## config.mk

```make
export PLATFORM = sky130hd
export DESIGN_NAME = serial_compare_sequencer
export DESIGN_NICKNAME = d
export VERILOG_FILES = /design/src/rtl/serial_compare_sequencer.sv
export SDC_FILE = /design/constraint.sdc
export NUM_CORES = 1
export LEC_CHECK = 0
export ABC_CLOCK_PERIOD_IN_PS = 1270
export BUFFER_PORTS_ARGS = -buffer_cell sky130_fd_sc_hd__buf_2
export CORE_AREA = 2 2 54 56
export CTS_CLUSTER_SIZE = 30
export DETAILED_ROUTE_END_ITERATION = 10
export DIE_AREA = 0 0 56 58
export PLACE_DENSITY = 0.76
export REMOVE_ABC_BUFFERS = 1
export SLEW_MARGIN = 20
export SYNTH_ARGS = -nofsm -noshare
export SYNTH_HDL_FRONTEND = slang
export SYNTH_SLANG_ARGS = --single-unit
```

## constraint.sdc

```tcl
create_clock -name clk -period 1.27 [get_ports clk]
set_input_delay 0.0635 -clock clk [delete_from_list [all_inputs] [get_ports clk]]
set_output_delay 0.0635 -clock clk [all_outputs]
set_load 0.005 [all_outputs]
```

## src/rtl/serial_compare_sequencer.sv

```systemverilog
// Front end for the MSB-first serial comparator: accepts an operand pair, clears the
// comparator, streams both operands one bit per cycle and returns the captured flags.
module serial_compare_sequencer #(
  parameter int W = 8
) (
  input  logic         clk,
  input  logic         rst,
  input  logic         in_valid,
  output logic         in_ready,
  input  logic [W-1:0] in_a,
  input  logic [W-1:0] in_b,
  output logic         ser_clr,
  output logic         ser_valid,
  output logic         ser_a,
  output logic         ser_b,
  input  logic         cmp_less,
  input  logic         cmp_eq,
  input  logic         cmp_greater,
  output logic         out_valid,
  input  logic         out_ready,
  output logic         out_less,
  output logic         out_eq,
  output logic         out_greater
);

  localparam int CW = (W > 1) ? $clog2(W) : 1;
  localparam logic [CW-1:0] CNT_FIRST = CW'(W - 1);
  localparam logic [CW-1:0] CNT_LAST  = CW'(0);
  localparam logic [CW-1:0] CNT_STEP  = CW'(1);

  typedef enum logic [1:0] {
    ST_IDLE   = 2'd0,
    ST_CLEAR  = 2'd1,
    ST_SHIFT  = 2'd2,
    ST_RESULT = 2'd3
  } state_t;

  state_t        state_r;
  state_t        state_s;
  logic [W-1:0]  sh_a_r;
  logic [W-1:0]  sh_b_r;
  logic [CW-1:0] cnt_r;
  logic          less_r;
  logic          eq_r;
  logic          greater_r;
  logic          accept_s;
  logic          last_bit_s;

  assign accept_s   = in_valid & in_ready;
  assign last_bit_s = ser_valid & (cnt_r == CNT_LAST);

  // State register
  always_ff @(posedge clk) begin
    if (rst) begin
      state_r <= ST_IDLE;
    end else begin
      state_r <= state_s;
    end
  end

  // Next-state and state-decoded handshake/serial strobes
  always_comb begin
    state_s   = state_r;
    in_ready  = 1'b0;
    ser_clr   = 1'b0;
    ser_valid = 1'b0;
    out_valid = 1'b0;
    case (state_r)
      ST_IDLE: begin
        in_ready = 1'b1;
        if (in_valid) begin
          state_s = ST_CLEAR;
        end else begin
          state_s = ST_IDLE;
        end
      end
      ST_CLEAR: begin
        ser_clr = 1'b1;
        state_s = ST_SHIFT;
      end
      ST_SHIFT: begin
        ser_valid = 1'b1;
        if (cnt_r == CNT_LAST) begin
          state_s = ST_RESULT;
        end else begin
          state_s = ST_SHIFT;
        end
      end
      ST_RESULT: begin
        out_valid = 1'b1;
        if (out_ready) begin
          state_s = ST_IDLE;
        end else begin
          state_s = ST_RESULT;
        end
      end
      default: begin
        state_s = ST_IDLE;
      end
    endcase
  end

  // Operand shift registers and bit counter
  always_ff @(posedge clk) begin
    if (rst) begin
      sh_a_r <= {W{1'b0}};
      sh_b_r <= {W{1'b0}};
      cnt_r  <= CNT_LAST;
    end else if (accept_s) begin
      sh_a_r <= in_a;
      sh_b_r <= in_b;
      cnt_r  <= CNT_FIRST;
    end else if (ser_valid) begin
      sh_a_r <= sh_a_r << 32'd1;
      sh_b_r <= sh_b_r << 32'd1;
      cnt_r  <= cnt_r - CNT_STEP;
    end else begin
      sh_a_r <= sh_a_r;
      sh_b_r <= sh_b_r;
      cnt_r  <= cnt_r;
    end
  end

  // Flags are taken as presented on the last bit; one-hotness is the comparator's business
  always_ff @(posedge clk) begin
    if (rst) begin
      less_r    <= 1'b0;
      eq_r      <= 1'b0;
      greater_r <= 1'b0;
    end else if (last_bit_s) begin
      less_r    <= cmp_less;
      eq_r      <= cmp_eq;
      greater_r <= cmp_greater;
    end else begin
      less_r    <= less_r;
      eq_r      <= eq_r;
      greater_r <= greater_r;
    end
  end

  assign ser_a       = ser_valid & sh_a_r[W-1];
  assign ser_b       = ser_valid & sh_b_r[W-1];
  assign out_less    = less_r;
  assign out_eq      = eq_r;
  assign out_greater = greater_r;

endmodule

```

==> Yosys cells after proc, flatten, opt, wreduce, memory -nomap -nowiden <==
Index checks and enable logic that the tools add are counted.
{ "classes": {"addsub": 1, "eq_ne": 3, "mux": 14, "bitwise_logic": 4, "n_reduce_logical": 3} }
{ "op_table": {"columns": ["operator", "n"], "rows": [
  ["$mux W8", 4],
  ["$pmux W2 S4", 1],
  ["$mux W1", 6],
  ["$mux W3", 2],
  ["$and A1 B1 Y1", 4],
  ["$eq A2 B2 Y1 const B", 2],
  ["$logic_not A3 Y1", 1],
  ["$sub A3 B1 Y3 const B", 1],
  ["$eq A2 B1 Y1 const B", 1],
  ["$logic_not A2 Y1", 1],
  ["$mux W2", 1],
  ["$reduce_bool A2 Y1", 1]
]} }
{ "totals": {"reg_bits": 24, "inputBits": 23, "out_inout_bits": 9, "word_cells": 32} }

==> Depth between registers and ports, before layout <==
Gate-level depths: netlist of the first run.
{ "depth": {"ltp_word": 4, "mapped_depth": 5, "mapped_depth_nobuf": 5} }

==> Worst setup path after synthesis of the first run <==
No wires, ideal clock.
{ "synth_timing": {"kind": "reg2reg", "start": "register state_r[1]", "end": "register sh_a_r[2]", "setup_time_ns": 0.091, "t_arrival_ns": 1.100, "required_ns": 1.179, "path_slack_ns": 0.079, "stages_incl_launch_ff": 5, "synth_period_minus_slack_ns": 1.191, "cell_sequence": "dfxtp_1 buf_6 or3b_1 buf_6 a311oi_1"} }
{ "synth_via": {"elab_chain_len": 4} }
{ "synth_lines": {"columns": ["item", "line", "text"], "rows": [
  ["start, declared", "38", "state_t state_r;"],
  ["start signal, assigned", "57", "state_r <= state_s;"],
  ["$logic_not A2 Y1", "68", "case (state_r)"],
  ["$mux W1", "68", null],
  ["$and A1 B1 Y1", "49", "assign accept_s = in_valid & in_ready;"],
  ["$mux W8 or $reduce_bool A2 Y1 (tied branches)", null, null],
  ["end signal, assigned", "106", "sh_a_r <= {W{1'b0}};"],
  ["end signal, assigned", "110", "sh_a_r <= in_a;"],
  ["end signal, assigned", "114", "sh_a_r <= sh_a_r << 32'd1;"],
  ["end, declared", "40", "logic [W-1:0] sh_a_r;"]
]} }
Several ways; a longest one is shown, not always the timed one.
A chain may end at the register's enable or synchronous reset.

==> Worst setup path after layout of the first run <==
{ "layout_timing": {"start": "register state_r[0]", "end": "output port ser_clr"} }
{ "layout_via": {"elab_chain_len": 2} }
{ "layout_lines": {"columns": ["item", "line", "text"], "rows": [
  ["$eq A2 B1 Y1", "68", null],
  ["$mux W1", "68", null],
  ["end, declared", "12", "output logic ser_clr,"]
]} }
Every way passes these cells.

==> metrics list, run 1 <==
- Status: finished, violations left
- The checks that failed: setup timing.
- STA classifies the critical path startpoint as a register.
- Counting cells, the worst reg-to-reg path comes to 5.
- Startpoint of the most critical setup path: state_r[0]
* Ys Warns: 0
- Across the routed clock network, the largest skew measured is between 5 and 6 ps.
* Fraction of met1 tracks used by global routing: 0.198
- Number of distinct library cells after synthesis: 25
* Nets@finish: about 180
* Worst setup timing slack at the placement stage: -32.7 ps
- Cell count along the critical path: 3
* Pin count of the biggest net entering global routing: 25
- Max-slew violation total from the final report: 0
* Die width: between 50 and 60 um
- The post-synthesis compound-gate area fraction was 0.226.
* Hold Slack: ~13 ps
- Summed over all cells, the static leakage comes to 0.000560 uW.
- Summing every instance area after synthesis gives 1040 um2.
- Total wirelength of the detailed-routed design: between 2000 and 2500 um
- Initial Util: 0.391
* Post-Route Utilization: 0.495
- For this run, the total global-route usage over all layers was measured as 0.163.
- Row count: 19
* Share of the synthesized netlist area taken by xor and xnor gates: 0.0168
* Worst slew margin relative to its limit: 0.702
- Along the worst path, the maximum fanout reaches 13.
- P&R area growth vs syn: 26.7%
- During I/O placement, the number of pins put on the boundary was 32.
- Slew @ Worst Pin: between 400 and 500 ps
- DRC: 0
* Post-DRT Antenna Nets: 0
- In this run the power density over the cells is approximately 1200 nW/um2.
- The library cell used most frequently in the layout, excluding fill and tap cells, is sky130_fd_sc_hd__buf_2.
- The number of buffers and inverters on the critical path is 2.
- In this run the most used layer during global routing was met2.
- Worst-skew pair later-pin latency: between 300 and 400 ps
* Number of buffers created by CTS: 3
* ANT cells: 0
- After clock tree synthesis, the clock-pin slew on the worst setup and hold paths is 120 ps.
- Launching point of the worst reg2reg path: cnt_r[1]
- Combinational family with the most area after synthesis: compound AO/OA/AOI/OAI gates
* Worst setup path class: register to output port
* Area of the core region: roughly 2700 um2
* Number of H-tree levels: 1
- Cell with the largest stage delay on the worst path: sky130_fd_sc_hd__dfxtp_4
- Port buffer count: 31
- Met2 Track Usage GR: 0.267
- At the end of routability-driven placement, the weighted congestion stood at ~0.8.
* Peak supply drop: about 0.86 mV
* Simple-gate area share of the yosys netlist: 0.162
* Per-cell via count in the routed design: 5.50
- The finished layout holds around 180 standard cells, fillers aside.
- The largest single stage delay on the critical path is ~380 ps.
- Register-to-Register Setup Slack: 60 ps
- Final period demand of the worst path: 1270 ps
* Share of post-route cells with drive strength above 1: 0.362
* Sequential share of the synthesized area: 0.462
* First-pass GRT wire length: 4210 um
- Iteration count of the initial detailed-routing pass: 4
- The clock passes through at most 2 buffers.
* Portion of the clock cycle consumed by the worst path in the final layout: 1.00
* Capturing point of the worst reg2reg path: out_greater
- Arrival time reported for the critical path endpoint: roughly 1200 ps
- In this run the worst hold path is classified as input pin to register.
- Clock tree from TritonCTS: yes
* Synthesized netlist cell count: between 100 and 150
* Overall via count from detail_route: approximately 1000
- Timing would allow up to 785 MHz.
* Capture point of the critical path: ser_clr
- Hold path depth: 3
* Fraction of synthesized area in multiplexers: 0.0397
* Critical path required time: about 1200 ps
* Antenna violations before repair: 0
- Number of placed instances, taps included: 172
- Final number of setup-violating endpoints: 1
- Number of max-cap violations: 0
- Number of design-rule violations left by the first detailed-router iteration: 24
* Final-layout fill cell count: 267
* Setup crit end kind: output port
- Most frequent cells in the layout: sky130_fd_sc_hd__buf_2 (31), sky130_fd_sc_hd__dfxtp_1 (20), sky130_fd_sc_hd__nor2_1 (18), sky130_fd_sc_hd__a211oi_1 (13), sky130_fd_sc_hd__o22ai_1 (12)
- Endpoints failing hold: 0
- Die Footprint: between 3000 and 4000 um2
- Global routing finished with a remaining overflow of 0.
- Unrepaired setup endpoints after global routing: true
- In the final timing run, aggregate negative setup slack is -3.66 ps.
- For met3 alone, demand over resource in global routing was 0.0625.
- Final worst slack: -3.66 ps
- After synthesis, the mean cell area works out to about 9.0 um2.
* Adder-cell area share of the yosys netlist: 0.0241
- Summed over all nets, the half-perimeter wirelength after detailed placement is 1670 um.
- Die Height: roughly 58 um
- The via count of the first global-routing pass was a little under 1000.
* Sink Count: 24
- Counting flops and latches in the post-synthesis netlist gives 24.
- CTS Root Cell: sky130_fd_sc_hd__clkbuf_4
* Avg WL per Cell: 13.6 um
- Grouping stages by cell kind, the critical path spends the most delay in buffers and inverters.
- Worst-path cell chain: inv_1 > nor2_1 > buf_2
## repair_timing
item / CTS / global route
setup endpoints to repair: 7 / 8
resized for setup: 5 / 7
pin swaps: 0 / 1
hold endpoints to repair: 3 / 0
hold buffers: 3 / 0
setup buffers: 2 / 3
## worst register-to-register path, delay by kind of cell, from the launching register on
family / cells / cell delay (ps)
AND/OR/NAND/NOR: 2 / 360
flip-flops: 1 / 340
multiplexers: 1 / 210
adder cells (fa/ha/maj): 1 / 120
buffers and inverters: 1 / 70
## synth_stat cells
cell / number / share of area
sky130_fd_sc_hd__buf_6: 2 / 0.022
sky130_fd_sc_hd__nand3_1: 4 / 0.019
sky130_fd_sc_hd__nor2_1: 19 / 0.069
sky130_fd_sc_hd__o21ba_2: 1 / 0.0096
sky130_fd_sc_hd__inv_1: 5 / 0.018
sky130_fd_sc_hd__nand3b_1: 1 / 0.0072
sky130_fd_sc_hd__a21oi_1: 7 / 0.034
sky130_fd_sc_hd__mux2_2: 1 / 0.011
sky130_fd_sc_hd__o22ai_1: 12 / 0.072
sky130_fd_sc_hd__clkbuf_1: 3 / 0.011
sky130_fd_sc_hd__a311oi_1: 2 / 0.017
sky130_fd_sc_hd__xor2_1: 1 / 0.0084
sky130_fd_sc_hd__nand2_1: 4 / 0.014
sky130_fd_sc_hd__inv_2: 1 / 0.0036
sky130_fd_sc_hd__ha_1: 2 / 0.024
sky130_fd_sc_hd__or3b_1: 1 / 0.0084
sky130_fd_sc_hd__nand2b_2: 1 / 0.0084
sky130_fd_sc_hd__mux2i_1: 3 / 0.029
sky130_fd_sc_hd__dfxtp_1: 24 / 0.46
sky130_fd_sc_hd__nand2b_1: 1 / 0.0060
sky130_fd_sc_hd__a211oi_1: 13 / 0.094
sky130_fd_sc_hd__and4bb_2: 1 / 0.012
sky130_fd_sc_hd__xnor2_1: 1 / 0.0084
sky130_fd_sc_hd__buf_2: 3 / 0.014
sky130_fd_sc_hd__and2_1: 3 / 0.018
## registers in the layout, summed over array words and instances (netlist names)
name	count
sh_a_r	8
out_greater	1
state_r	2
out_eq	1
out_less	1
sh_b_r	8
cnt_r	3
## power breakdown
group          internal [uW]  switching (uW)  total, uW
combinational            204             211        415
clock                    111             220        331
sequential               844            54.9        899
## per-layer routing
layer / share of wire / vias to the layer above / routed length (um)
met2: 0.49 / 38 / 1230
met3: 0.075 / 5 / 188
met4: 0.0084 / 0 / 21
li1: - / 488 / -
met1: 0.42 / 475 / 1050
met5: 0 / - / 0
## logic make-up (layout without fill, tap and decap cells)
logic type      after synthesis  in the layout
mux                           4              4
compound gates               35             35
flops                        24             24
xor+xnor                      2              2
buf+inv                      14             50
fa+ha+maj                     2              2
simple gates                 35             35
## worst min path at each step
stage                     start           to
finish              cmp_greater  out_greater
global route        cmp_greater  out_greater
CTS                     in_a[2]    sh_a_r[2]
detailed placement    out_ready   state_r[1]
global placement      out_ready   state_r[1]
floorplan                   rst     cnt_r[0]
## cell type report
class	instances	area [um2]	area share
clock buffer	3	22.5	0.0171
inverter	6	25.0	0.0190
multi-input combinational	78	505	0.384
sequential	24	488	0.370
tap	31	38.8	0.0294
timing repair buffer	41	238	0.180
## metrics by stage
step | power [uW] | instance area [um2]
4_1_cts | 1620 | 1280
3_3_place_gp | 1250 | 1200
6_report | 1640 | 1320
3_5_place_dp | 1270 | 1200
5_1_grt | 1750 | 1320
2_1_floorplan | 1130 | 991
(Power assumes the default switching activity.)
==> inputs of run 2 (changes only) <==
- ABC_AREA: unset -> 1
- ABC_CLOCK_PERIOD_IN_PS: 1270 -> 1200
- CORE_AREA: 2 2 54 56 -> 2 2 81 44
- DIE_AREA: 0 0 56 58 -> 0 0 83 46
- PLACE_DENSITY: 0.76 -> 0.73
- clock period: 1.27 -> 1.2 ns (I/O delays scaled with it)
==> metrics list, run 2 <==
- Status: finished, violations left
* Violated checks: setup timing
- Arrival time reported for the critical path endpoint: 1420 ps (+210 ps)
* Post-route total power: 2150 uW (+31%)
- Total wirelength of the detailed-routed design: 3200 um (+28%)
* Nets@finish: 261 (+46%)
* Slew @ Worst Pin: 244 ps (-203 ps)
- The sequential cell area fraction in the yosys report is 0.395 (-0.0674).
* Max-slew violation total from the final report: 0 (unchanged)
- Die Footprint: 3820 um2 (+18%)
* Top-area cell type share of the netlist area: 0.395 (-0.0674)
- Port buffer count: 31 (unchanged)
- Count leader, synth: sky130_fd_sc_hd__nand2_1
- P&R area growth vs syn: 43.8%
- Per-cell via count in the routed design: 4.49 (-18%)
- Share of post-route cells with drive strength above 1: 0.332 (-0.0299)
* Number of H-tree levels: 1 (unchanged)
- Overall via count from detail_route: 1245 (+24%)
- Leaving out fill and tap cells, the most frequent cell in the layout is sky130_fd_sc_hd__nand2_1.
* Power density relative to cell area: 1230 nW/um2 (-1.5%)
- For the finished layout, the period the worst path requires is roughly 1200 ps.
* Setup crit end kind: register
- Number of global-route vias before repair: 984 (+0.20%)
* Ys Warns: 0 (unchanged)
- Largest clock skew in the final design: 2.84 ps (-3.07 ps)
- Clock tree buffer depth: 2 (unchanged)
- Setup repair after global routing could not meet its margin everywhere.
- The utilization after layout came to 0.545 (+0.0506).
- The static leakage is 0.000944 uW (+69%).
- The final weighted congestion in routability-driven placement came to 0.813 (+1.3%).
- The count of nets left with antenna violations after detail routing was 0 (unchanged).
* Portion of the clock cycle consumed by the worst path in the final layout: 1.01
* Final-layout fill cell count: 306 (+15%)
- The worst hold path belongs to the class input pin to register.
- The clock latency at the later pin of the worst-skew pair came to 270 ps (-40 ps).
- GRT Overall Usage: 0.159 (-0.00411)
* Top cell type by total area after synthesis: sky130_fd_sc_hd__dfxtp_1
- Overflow after GRT: 0 (unchanged)
- Top cells by instance count after synthesis: sky130_fd_sc_hd__nand2_1 (59), sky130_fd_sc_hd__nor2_1 (34), sky130_fd_sc_hd__dfxtp_1 (24)
- Iteration count of the initial detailed-routing pass: 6 (+2)
* Cell types with the largest area share after synthesis: sky130_fd_sc_hd__dfxtp_1 (39%), sky130_fd_sc_hd__nand2_1 (18%), sky130_fd_sc_hd__nor2_1 (10%)
- HPWL after detailed placement: 2100 um (+26%)
* Peak supply drop: 0.515 mV (-40%)
- First-pass GRT wire length: 4650 um (+10%)
* Area of the core region: 3210 um2 (+21%)
- The initial core utilization was 0.379 (-0.0112).
- The max-capacitance violation count came to 0 (unchanged).
- Avg WL per Cell: 11.6 um (-15%)
* Critical path required time: 1410 ps (+200 ps)
- Number of design-rule violations left by the first detailed-router iteration: 52 (+120%)
- The post-synthesis average cell area is 6.37 um2 (-29%).
- Fraction of registers with async set/reset: 0 (unchanged)
- Worst setup path class: register to register
- The I/O pin total is 32 (unchanged).
* CTS Root Cell: sky130_fd_sc_hd__clkbuf_8
- Type of origin of the critical path: register
- DRC: 0 (unchanged)
- The register clock-pin slew on the reported worst setup and hold paths came to 90 ps (-30 ps).
* Final number of setup-violating endpoints: 1 (unchanged)
* Post-synthesis register bit count: 24 (unchanged)
* Sink Count: 24 (unchanged)
- The remaining max-slew budget at the tightest pin was 0.837 (+0.135).
- The area of the multi-input gates is 657 um2 (+30%).
- The most used flip-flop cell after synthesis is sky130_fd_sc_hd__dfxtp_1.
- The width of the die is 83 um (+48%).
* Largest fanout on the critical path: 8 (-5)
- Max Fclk: about 800 MHz
- The combined area of all synthesized cells was 1220 um2 (+17%).
- The hold violation total from the final report was 0 (unchanged).
- Clock tree from TritonCTS: yes
* ANT cells: 0 (unchanged)
- The number of different library cells in the post-synthesis netlist is 20 (-20%).
- The count of standard-cell rows came to 15 (-4).
* Number of buffers created by CTS: 3 (unchanged)
* Registers with the most flip-flops: sh_a_r x8, sh_b_r x8, cnt_r x3
- The largest net degree at the start of global routing came to 17 (-32%).
- Seq. cell area: 488 um2 (unchanged)
- Number of flops mapped to enable cells by yosys: 0 (unchanged)
- The number of antenna violations at the first check in global routing came to 0 (unchanged).
* Die Height: 46 um (-21%)
- The final critical-path setup slack came to -13.2 ps (-9.51 ps).
- The library cells used most frequently in the layout, excluding fill and tap cells, are sky130_fd_sc_hd__nand2_1 (48), sky130_fd_sc_hd__nor2_1 (32), sky130_fd_sc_hd__buf_2 (30), sky130_fd_sc_hd__nand3_1 (23), sky130_fd_sc_hd__dfxtp_1 (22).
- Synthesized netlist cell count: 191 (+65%)
## run 2: cell count changes in the layout (fill, tap and decap cells not counted), moves of 12 or more
cell	change
sky130_fd_sc_hd__a211oi_1	-12
sky130_fd_sc_hd__inv_1	+13
sky130_fd_sc_hd__nand2_1	+44
sky130_fd_sc_hd__nand3_1	+19
sky130_fd_sc_hd__nor2_1	+14
sky130_fd_sc_hd__o22ai_1	-12
## run 2: stage by stage
step           worst slack (ps)  TNS (ps)  hold WS, ps  cell area, um2  instances
3_3_place_gp               12.5         0          260            1480        265
5_1_grt                   -52.3      -537         10.9            1750        277
3_5_place_dp               38.3         0          273            1480        265
4_1_cts                    5.10         0         15.5            1680        277
6_report                  -13.2     -13.2         12.5            1750        277
2_1_floorplan             -82.4      -290          129            1170        183
## run 2: path summary, 6_finish.rpt
| path | end | depth (start not counted) | slack (ps) | from |
|---|---|---|---|---|
| worst min register to register | sh_b_r[0] | 2 | 470 | sh_b_r[0] |
| worst max register to register | sh_b_r[5] | 7 | -10 | state_r[1] |
| worst min-delay path | out_greater | 3 | 10 | cmp_greater |
| worst max-delay path | sh_b_r[5] | 7 | -10 | state_r[1] |
## run 2: critical path, stage by stage, from the launching register on
cell                        delay, ps
sky130_fd_sc_hd__dfxtp_4          420
sky130_fd_sc_hd__buf_12           140
sky130_fd_sc_hd__o21ai_4          180
sky130_fd_sc_hd__clkbuf_16        200
sky130_fd_sc_hd__nand2_1           60
sky130_fd_sc_hd__clkinv_1          40
sky130_fd_sc_hd__nor2_1            30
sky130_fd_sc_hd__nor2_1            80
## run 2: per-layer routing
| metal | vias up | GRT usage | wire length [um] |
|---|---|---|---|
| met4 | 0 | 0.0295 | 22 |
| met3 | 5 | 0.0580 | 172 |
| met2 | 35 | 0.231 | 1310 |
| li1 | 663 | - | - |
| met1 | 542 | 0.227 | 1690 |
| met5 | - | 0 | 0 |
## run 2: final cells by class
class	count	area share
Clock buffer	4	0.0315
Inverter	29	0.0679
Multi-Input combinational cell	130	0.375
Sequential cell	24	0.279
Tap cell	42	0.0300
Timing Repair Buffer	48	0.217
## run 2: report_power, final
group          internal [uW]  switching [uW]
Sequential               871            70.9
Clock                    293             264
Combinational            327             325
## run 2: repair_timing
action	4_1_cts	5_1_grt
hold buffers	1	0
cloned	0	1
setup buffers	7	1
pin swaps	2	13
endpoints found under the hold margin	1	0
resized for setup	12	28
setup endpoints to repair	4	21
## run 2: kinds of logic after synthesis
group | share of synthesized area
compound gates | 0.0483
fa+ha+maj | 0.0206
buf+inv | 0.132
flops | 0.395
simple gates | 0.405
